<file path="src/rtl/instr_encoder.sv">
// Instruction encoder: turns mnemonic-level instructions into 32-bit MIPS words and writes them to instruction memory.
// Latency: a word accepted in cycle k sits in the encode stage in k+1, and mem_we can first be high in cycle k+2.
// Backpressure: in_ready drops once FIFO + stage hold DEPTH words; a low mem_ready holds mem_addr/mem_wdata steady.
// Optional feature: define INSTR_ENC_CHKSUM_EN to add the chksum output (XOR of every word written this session).

module instr_enc_fifo #(
  parameter int DEPTH = 4,
  parameter int W     = 32
) (
  input  logic                     clk,
  input  logic                     rst,
  input  logic                     push,
  input  logic [W-1:0]             wdata,
  input  logic                     pop,
  output logic [W-1:0]             rdata,
  output logic [$clog2(DEPTH):0]   count
);
  logic [W-1:0]               mem [DEPTH];
  logic [$clog2(DEPTH)-1:0]   wp;
  logic [$clog2(DEPTH)-1:0]   rp;

  // Storage, read/write pointers and occupancy; push and pop on the same edge leave count unchanged.
  always_ff @(posedge clk or posedge rst) begin
    if (rst) begin
      wp    <= '0;
      rp    <= '0;
      count <= '0;
      for (int i = 0; i < DEPTH; i++) mem[i] <= '0;
    end else begin
      if (push) begin
        mem[wp] <= wdata;
        wp      <= wp + 1'b1;
      end
      if (pop) rp <= rp + 1'b1;
      case ({push, pop})
        2'b10:   count <= count + 1'b1;
        2'b01:   count <= count - 1'b1;
        default: count <= count;
      endcase
    end
  end

  assign rdata = mem[rp];
endmodule

module instr_encoder #(
  parameter int                DEPTH     = 4,
  parameter int                ADDR_W    = 10,
  parameter logic [ADDR_W-1:0] BASE_ADDR = '0
) (
  input  logic              Clk,
  input  logic              Rst,
  input  logic              start,
  input  logic              flush,
  input  logic              in_valid,
  output logic              in_ready,
  input  logic [3:0]        in_mnem,
  input  logic [4:0]        in_rd,
  input  logic [4:0]        in_rs,
  input  logic [4:0]        in_rt,
  input  logic [4:0]        in_shamt,
  input  logic [15:0]       in_imm,
  output logic              mem_we,
  input  logic              mem_ready,
  output logic [ADDR_W-1:0] mem_addr,
  output logic [31:0]       mem_wdata,
  output logic              busy,
  output logic              done,
  output logic              err_illegal,
  output logic [ADDR_W-1:0] word_count
`ifdef INSTR_ENC_CHKSUM_EN
  ,
  output logic [31:0]       chksum
`endif
);
  typedef enum logic [1:0] {IDLE, RUN, DRAIN, DONE} state_t;

  state_t                 state, state_nxt;
  logic                   stg_vld;
  logic [31:0]            stg_word;
  logic [31:0]            enc_word;
  logic [31:0]            fifo_head;
  logic [$clog2(DEPTH):0] fifo_cnt;
  logic                   accept, legal, pop, start_ok;

  assign accept   = in_valid && in_ready;
  assign legal    = (in_mnem <= 4'd12);
  assign pop      = mem_we && mem_ready;
  assign start_ok = (state == IDLE) && start;
  assign in_ready = (state == RUN) && ((32'(fifo_cnt) + 32'(stg_vld)) < DEPTH);
  assign mem_we   = (fifo_cnt != '0);
  assign mem_wdata = mem_we ? fifo_head : 32'd0;
  assign busy     = (state != IDLE);
  assign done     = (state == DONE);

  // Field packing per mnemonic; rs is zeroed for SLL/SRL, shamt kept only for SLL/SRL/ROT.
  always_comb begin
    enc_word = 32'd0;
    case (in_mnem)
      4'd0:    enc_word = {6'h00, in_rs, in_rt, in_rd, 5'd0,     6'h20};
      4'd1:    enc_word = {6'h00, in_rs, in_rt, in_rd, 5'd0,     6'h22};
      4'd2:    enc_word = {6'h00, in_rs, in_rt, in_rd, 5'd0,     6'h24};
      4'd3:    enc_word = {6'h00, in_rs, in_rt, in_rd, 5'd0,     6'h25};
      4'd4:    enc_word = {6'h00, in_rs, in_rt, in_rd, 5'd0,     6'h2A};
      4'd5:    enc_word = {6'h00, 5'd0,  in_rt, in_rd, in_shamt, 6'h00};
      4'd6:    enc_word = {6'h00, 5'd0,  in_rt, in_rd, in_shamt, 6'h02};
      4'd7:    enc_word = {6'h1C, in_rs, in_rt, in_rd, 5'd0,     6'h11};
      4'd8:    enc_word = {6'h1C, in_rs, in_rt, in_rd, 5'd0,     6'h20};
      4'd9:    enc_word = {6'h1C, in_rs, in_rt, in_rd, 5'd0,     6'h02};
      4'd10:   enc_word = {6'h1C, in_rs, in_rt, in_rd, in_shamt, 6'h06};
      4'd11:   enc_word = {6'h08, in_rs, in_rt, in_imm};
      4'd12:   enc_word = {6'h0D, in_rs, in_rt, in_imm};
      default: enc_word = 32'd0;
    endcase
  end

  // Encode stage: illegal mnemonics complete the handshake but never occupy the stage.
  always_ff @(posedge Clk or posedge Rst) begin
    if (Rst) begin
      stg_vld  <= 1'b0;
      stg_word <= '0;
    end else begin
      stg_vld <= accept && legal;
      if (accept && legal) stg_word <= enc_word;
    end
  end

  // The stage always has room in the FIFO because in_ready counts the stage against DEPTH.
  instr_enc_fifo #(.DEPTH(DEPTH), .W(32)) u_fifo (
    .clk   (Clk),
    .rst   (Rst),
    .push  (stg_vld),
    .wdata (stg_word),
    .pop   (pop),
    .rdata (fifo_head),
    .count (fifo_cnt)
  );

  // Session bookkeeping: address, word count and illegal flag restart on an accepted start.
  always_ff @(posedge Clk or posedge Rst) begin
    if (Rst) begin
      mem_addr    <= '0;
      word_count  <= '0;
      err_illegal <= 1'b0;
    end else if (start_ok) begin
      mem_addr    <= BASE_ADDR;
      word_count  <= '0;
      err_illegal <= 1'b0;
    end else begin
      if (pop) begin
        mem_addr   <= mem_addr + ADDR_W'(4);
        word_count <= word_count + 1'b1;
      end
      if (accept && !legal) err_illegal <= 1'b1;
    end
  end

`ifdef INSTR_ENC_CHKSUM_EN
  // Running XOR of completed writes, restarted with each session.
  always_ff @(posedge Clk or posedge Rst) begin
    if (Rst)           chksum <= '0;
    else if (start_ok) chksum <= '0;
    else if (pop)      chksum <= chksum ^ mem_wdata;
  end
`endif

  // State register.
  always_ff @(posedge Clk or posedge Rst) begin
    if (Rst) state <= IDLE;
    else     state <= state_nxt;
  end

  // Next state; DRAIN ends on the edge that empties the pipeline so done follows the last write by one cycle.
  always_comb begin
    state_nxt = state;
    case (state)
      IDLE:    if (start) state_nxt = RUN;
      RUN:     if (flush) state_nxt = DRAIN;
      DRAIN:   if (!stg_vld && ((fifo_cnt == '0) || ((32'(fifo_cnt) == 1) && pop))) state_nxt = DONE;
      DONE:    state_nxt = IDLE;
      default: state_nxt = IDLE;
    endcase
  end
endmodule

</file>
<file path="config.mk">
export PLATFORM = sky130hd
export DESIGN_NAME = instr_encoder
export DESIGN_NICKNAME = d
export VERILOG_FILES = /design/src/rtl/instr_encoder.sv
export SDC_FILE = /design/constraint.sdc
export NUM_CORES = 1
export LEC_CHECK = 0
export CAP_MARGIN = 20
export CORE_ASPECT_RATIO = 1.5
export CORE_MARGIN = 1.5
export CORE_UTILIZATION = 40
export DETAILED_ROUTE_END_ITERATION = 16
export HOLD_SLACK_MARGIN = 0.03
export SLEW_MARGIN = 10
export SYNTH_ARGS = -nofsm -noshare
export SYNTH_HDL_FRONTEND = slang
export SYNTH_HIERARCHICAL = 1
export SYNTH_SLANG_ARGS = --single-unit
export TNS_END_PERCENT = 100
</file>
<file path="constraint.sdc">
create_clock -name Clk -period 4.9 [get_ports Clk]
set_clock_uncertainty 0.2 [all_clocks]
set_input_delay 0.98 -clock Clk [delete_from_list [all_inputs] [get_ports Clk]]
set_output_delay 0.98 -clock Clk [all_outputs]
set_load 0.03 [all_outputs]
</file>
After elaboration in Yosys (flattened, before gate mapping)
Index checks and enable logic that the tools add are counted.
Widths: inputs -> output; s select.
{ "word_totals": {"latchBits": 0, "ramBits": 0, "in_bits": 46, "reg_bits": 191, "mem_bits_ro": 0, "n_memories": 0, "out_inout_bits": 57} }
{ "op_classes": {"order_cmp": 5, "n_eq_ne": 21, "n_addsub": 7, "div": 0, "mul": 0, "muxes": 19, "n_reduce_logical": 21, "shifts": 0, "n_bitwise": 2} }
{ "ops": {"columns": ["operator", "n"], "rows": [
  ["$pmux 31 s13", 1],
  ["$bwmux 128", 1],
  ["$mux 32", 4],
  ["$bmux 32 s2", 1],
  ["$demux 32 s2", 1],
  ["$mux 10", 4],
  ["$eq 4x4->1 const B", 5],
  ["$eq 4x3->1 const B", 4],
  ["$add 10x1->10 const B", 1],
  ["$add 10x3->10 const B", 1],
  ["$logic_and 1x1->1", 9],
  ["$eq 4x2->1 const B", 2],
  ["$pmux 2 s4", 1],
  ["$reduce_bool 2->1", 4],
  ["$eq 2x2->1 const B", 3],
  ["$ge 3x3->1 const B", 2],
  ["$mux 2", 3],
  ["$ne 2x2->1 const B", 3],
  ["$not 2->3", 2],
  ["$pmux 3 s2", 1],
  ["$add 2x1->2 const B", 2],
  ["$add 3x1->4", 1],
  ["$eq 2x1->1 const B", 2],
  ["$eq 4x1->1 const B", 1],
  ["other kinds (14)", 16]
]} }

Depth between registers and ports, before layout
{ "depth": {"word_depth": 7, "mapped_depth": 8, "mapped_depth_nobuf": 7} }

By module
The synthesis kept the hierarchy.
{ "by_module_without_submodules": {"columns": ["module", "cells_per_inst", "seq_area_each_um2", "area_each_um2", "n_inst"], "rows": [
  ["instr_enc_fifo", 341, 3378.2, 6010.8, 1],
  ["instr_encoder", 347, 1301.2, 3180.6, 1]
]} }

Worst setup path after synthesis
No wires, ideal clock.
{ "synth_timing": {"path_type": "input -> register", "startpoint": "input port mem_ready", "endpoint": "register u_fifo.count[2]", "setup_slack_ps": 2138, "cell_stages": 8, "arrival_time_ps": 2432, "t_required_ps": 4570, "path_buffers": 1, "path_cell_list": "o31ai_4 > clkinv_1 > buf_2 > ha_1 > fa_1 > xnor2_1 > nor2_1 > xor2_1"} }
{ "synth_between": {"elab_chain_cells": 3, "elab_cells_between_ends": 5} }
{ "synth_rtl": {"columns": ["item", "line", "rtl"], "rows": [
  ["start: declaration", "64", "input logic mem_ready,"],
  ["$logic_and 1x1->1 (*)", "88", "assign pop = mem_we && mem_ready;"],
  ["via pop", "84", "logic accept, legal, pop, start_ok;"],
  ["$eq 2x1->1 or $eq 2x2->1 (tied branches)", "35", "case ({push, pop})"],
  ["$pmux 3 s2 or $reduce_bool 2->1 (tied branches)", null, null],
  ["end signal: assignment", "36", "2'b10: count <= count + 1'b1;"],
  ["end signal: assignment", "37", "2'b01: count <= count - 1'b1;"],
  ["end signal: assignment", "38", "default: count <= count;"],
  ["end: declaration", "16", "output logic [$clog2(DEPTH):0] count"]
]} }
Mark *: on every way through the listed nets, which the timed path passes. The rest lies on a longest branch.
A chain may end at the register's enable or synchronous reset.

Worst setup path after layout
{ "layout_timing": {"startpoint": "register u_fifo.rp[0]", "endpoint": "output port mem_wdata[21]"} }
{ "layout_between": {"elab_chain_cells": 5} }
{ "layout_rtl": {"columns": ["item", "line", "rtl"], "rows": [
  ["start: declaration", "20", "logic [$clog2(DEPTH)-1:0] rp;"],
  ["start signal: assignment", "34", "if (pop) rp <= rp + 1'b1;"],
  ["$not 2->3 (implied by the code)", "43", "assign rdata = mem[rp];"],
  ["$bmux 32 s2", "43", null],
  ["$mux 32 (implied by the code) (2 in a row)", "43", null],
  ["via fifo_head[21]", "82", "logic [31:0] fifo_head;"],
  ["$mux 32", "92", "assign mem_wdata = mem_we ? fifo_head : 32'd0;"],
  ["end: declaration", "66", "output logic [31:0] mem_wdata,"]
]} }
The timed path passes the listed nets, and every way through them passes these cells. The select of a mux whose other input is x is not followed.

==> flow_metrics.env <==
export IMPL_design_area_mm2=0.0109
export IMPL_cp_top_family="buffers and inverters"
export IMPL_path_max_fanout=27
export IMPL_syn_area_mm2=0.00919
export IMPL_cts_max_level=4
export IMPL_grt_first_pass_wirelength_um=34800
export IMPL_p_clk_share_pct=20.7
export IMPL_syn_avg_cell_area_um2=13.4
export IMPL_grt_max_degree=124
export IMPL_finalWirelength_um=21800
export IMPL_syn_to_final_growth_pct=18.9
export IMPL_first_iter_violations=298
export IMPL_drive_gt1_share_pct=26.6
export IMPL_period_share_pct=78.6
export IMPL_cp_required_ns=3.72
export IMPL_cp_end_kind="output port"
export IMPL_switching_share_pct=35.4
export IMPL_die_y_um=189
export IMPL_finalHoldViolations=0
export IMPL_dp_cells=1041
export IMPL_setup_viol=0
export IMPL_globalRouteOverflowTotal=0
export IMPL_worstSetupPathType="flop to output port"
export IMPL_clock_root_buffer="clkbuf_16"
export IMPL_cts_sinks=187
export IMPL_synth_most_common_cell="dfrtp_1"
export IMPL_slew_headroom_pct=39.5
export IMPL_cts_resized=0
export IMPL_synthCells=688
export IMPL_cts_hold_buf=0
export IMPL_nFillCells=1980
export IMPL_cp_buffers_inverters=2
export IMPL_via_per_inst=5.51
export IMPL_met1_usage_pct=21.7
export IMPL_rsz0062_at_grt="false"
export IMPL_gr_usage_met3_pct=3.61
export IMPL_cap_violations=0
export IMPL_antenna_found_initial=1
export IMPL_io_pins=103
export IMPL_final_max_slew_viol_count=0
export IMPL_status="complete, no violations"
export IMPL_ys_ff_latch=187
export IMPL_nets=843
export IMPL_yosysUniqueCellTypes=58
export IMPL_clk_insertion_delay_late_ns=0.42
export IMPL_fmax_mhz=260
export IMPL_top_usage_layer="met2"
export IMPL_internal_power_uw=4280
export IMPL_p_comb_share_pct=39.2
export IMPL_dieArea_mm2=0.0239
export IMPL_multi_input_area_mm2=0.00413
export IMPL_clockBufferDepth=2
export IMPL_drtPass1Iterations=4
export IMPL_p_sw_uw=2350
export IMPL_yosysWarnings=6
export IMPL_drc=0
export IMPL_place_detailed_hpwl_um=14400
export IMPL_period_minus_slack_ns=3.85
export IMPL_ys_async_sr_fraction_pct=100
export IMPL_p_seq_share_pct=40.1
export IMPL_hold_class="flop to flop"
export IMPL_initial_core_util_pct=40.9
export IMPL_synth_enable_flop_cells=0
export IMPL_cellPowerDensity_mw_per_mm2=606
export IMPL_grt_use_total_pct=18.9
export IMPL_cts_buffers=17
export IMPL_drtAntennaViolNets=0
export IMPL_yosys_area_top_type_share_pct=50.9
export IMPL_seqCellArea_mm2=0.00468
export IMPL_synthTopCellsByArea="dfrtp_1, mux2_2, mux4_2"
export IMPL_arrival_ns=2.67
export IMPL_cts_clk_slew_worst_paths_ns=0.06
export IMPL_synthFlopType="dfrtp_1"
export IMPL_core_mm2=0.0225
export IMPL_synth_seq_area_share_pct=50.9
export IMPL_synthTopCellsByCount="dfrtp_1, mux2_2, nor2b_1, nand2_1, mux4_2"
export IMPL_r2r_start="stg_vld"
export IMPL_fin_cells=1073
export IMPL_cts_tree="built"
export IMPL_cts_setup_buffers=0
export IMPL_gp_congestion=0.805
export IMPL_tns_ns=0
export IMPL_cp_slowest_stage_delay_ns=0.61
export IMPL_path_cells="buf_12, mux4_1, nor2b_1, clkdlybuf4s50_1"
export IMPL_timing_hold_ws_ns=0.298
export IMPL_irDropWorstVdd_uv=383
export IMPL_tightest_slew_ns=0.907
export IMPL_n_antenna_cell=0
export IMPL_grtUsageMet2_pct=34.5
export IMPL_wl_per_cell_um=20.3
export IMPL_dpl_cell_area_mm2=0.0103
export IMPL_vias=5908
export IMPL_die_width_um=127
export IMPL_startpoint_type="flop"
export IMPL_worstSetupStartpoint="u_fifo/rp[0]"
export IMPL_synth_area_leader_cell="dfrtp_1"
export IMPL_p_leak_uw=0.00500
export IMPL_min_delay_start="u_fifo/mem[1]"
export IMPL_grt_pass1_vias=6468
export IMPL_slowest_stage="dfrtp_2"
export IMPL_rows=67
export IMPL_io_buffers=100
==> routing by layer <==
metal	share of wire (%)	vias up
met4	2.4	2
met5	0.060	-
li1	-	2680
met3	3.1	34
met1	40	3081
met2	54	111
==> final cells by class <==
type | count | area share [%]
Clock buffer | 19 | 4.14
Clock inverter | 13 | 1.28
Inverter | 15 | 0.584
Multi-Input combinational cell | 449 | 37.8
Sequential cell | 187 | 42.8
Tap cell | 276 | 3.16
Timing Repair Buffer | 114 | 10.2
==> cell usage in the layout (no fill, tap or decap), types with 10 or more instances in the layout <==
cell,instances
nor2b_1,44
clkbuf_16,17
a21oi_1,15
nor2_1,26
buf_4,13
mux4_2,28
conb_1,10
mux2_2,123
clkdlybuf4s50_1,100
o21ai_0,19
inv_1,11
dfrtp_1,186
ha_1,12
xor2_1,14
a221oi_1,11
nand2_1,35
==> kinds of logic after synthesis <==
group,Yosys count,synth area share (%)
AOI/OAI and AO/OA,93,7.19
xor gates and xnor gates,21,2.00
adders and majority gates,13,1.85
buffers and inverters,61,4.59
DFF,187,50.9
muxes,171,25.2
other,1,0.0408
and+or+nand+nor,141,8.21
==> power groups by stage <==
stage                     combinational [uW]  clock [uW]  sequential [uW]
after floorplan                         1890           0             2530
after global placement                  2580           0             2620
after detailed placement                2630           0             2690
after CTS                               2640        1410             2660
after global routing                    2790        1470             2750
final                                   2600        1370             2650
==> stage by stage <==
step	setup WS, ns	utilization [%]	power, uW
2_1_floorplan	0.109	-	4420
3_3_place_gp	1.40	46.0	5200
3_5_place_dp	1.32	46.0	5320
4_1_cts	0.986	48.6	6710
5_1_grt	0.920	48.7	7010
6_report	1.05	48.7	6630
==> path summary, 6_finish.rpt <==
path | endpoint | slack [ns] | cells after the start
setup / recovery | mem_wdata[21] | 1.05 | 4
hold / removal | u_fifo/mem[1] | 0.30 | 1
setup reg to reg | stg_word[2] | 2.35 | 5
hold reg to reg | u_fifo/mem[1] | 0.30 | 1
max in group asynchronous | stg_word[29] | 2.73 | 3
min in group asynchronous | u_fifo/mem[37] | 0.92 | 2
==> flip-flops by register name (all words and copies together) (netlist names) <==
name	cells
state	2
stg_vld	1
err_illegal	1
u_fifo/mem	128
word_count	10
u_fifo/wp	2
stg_word	30
mem_addr	8
u_fifo/rp	2
u_fifo/count	3
Power figures use the tool's default switching activity.
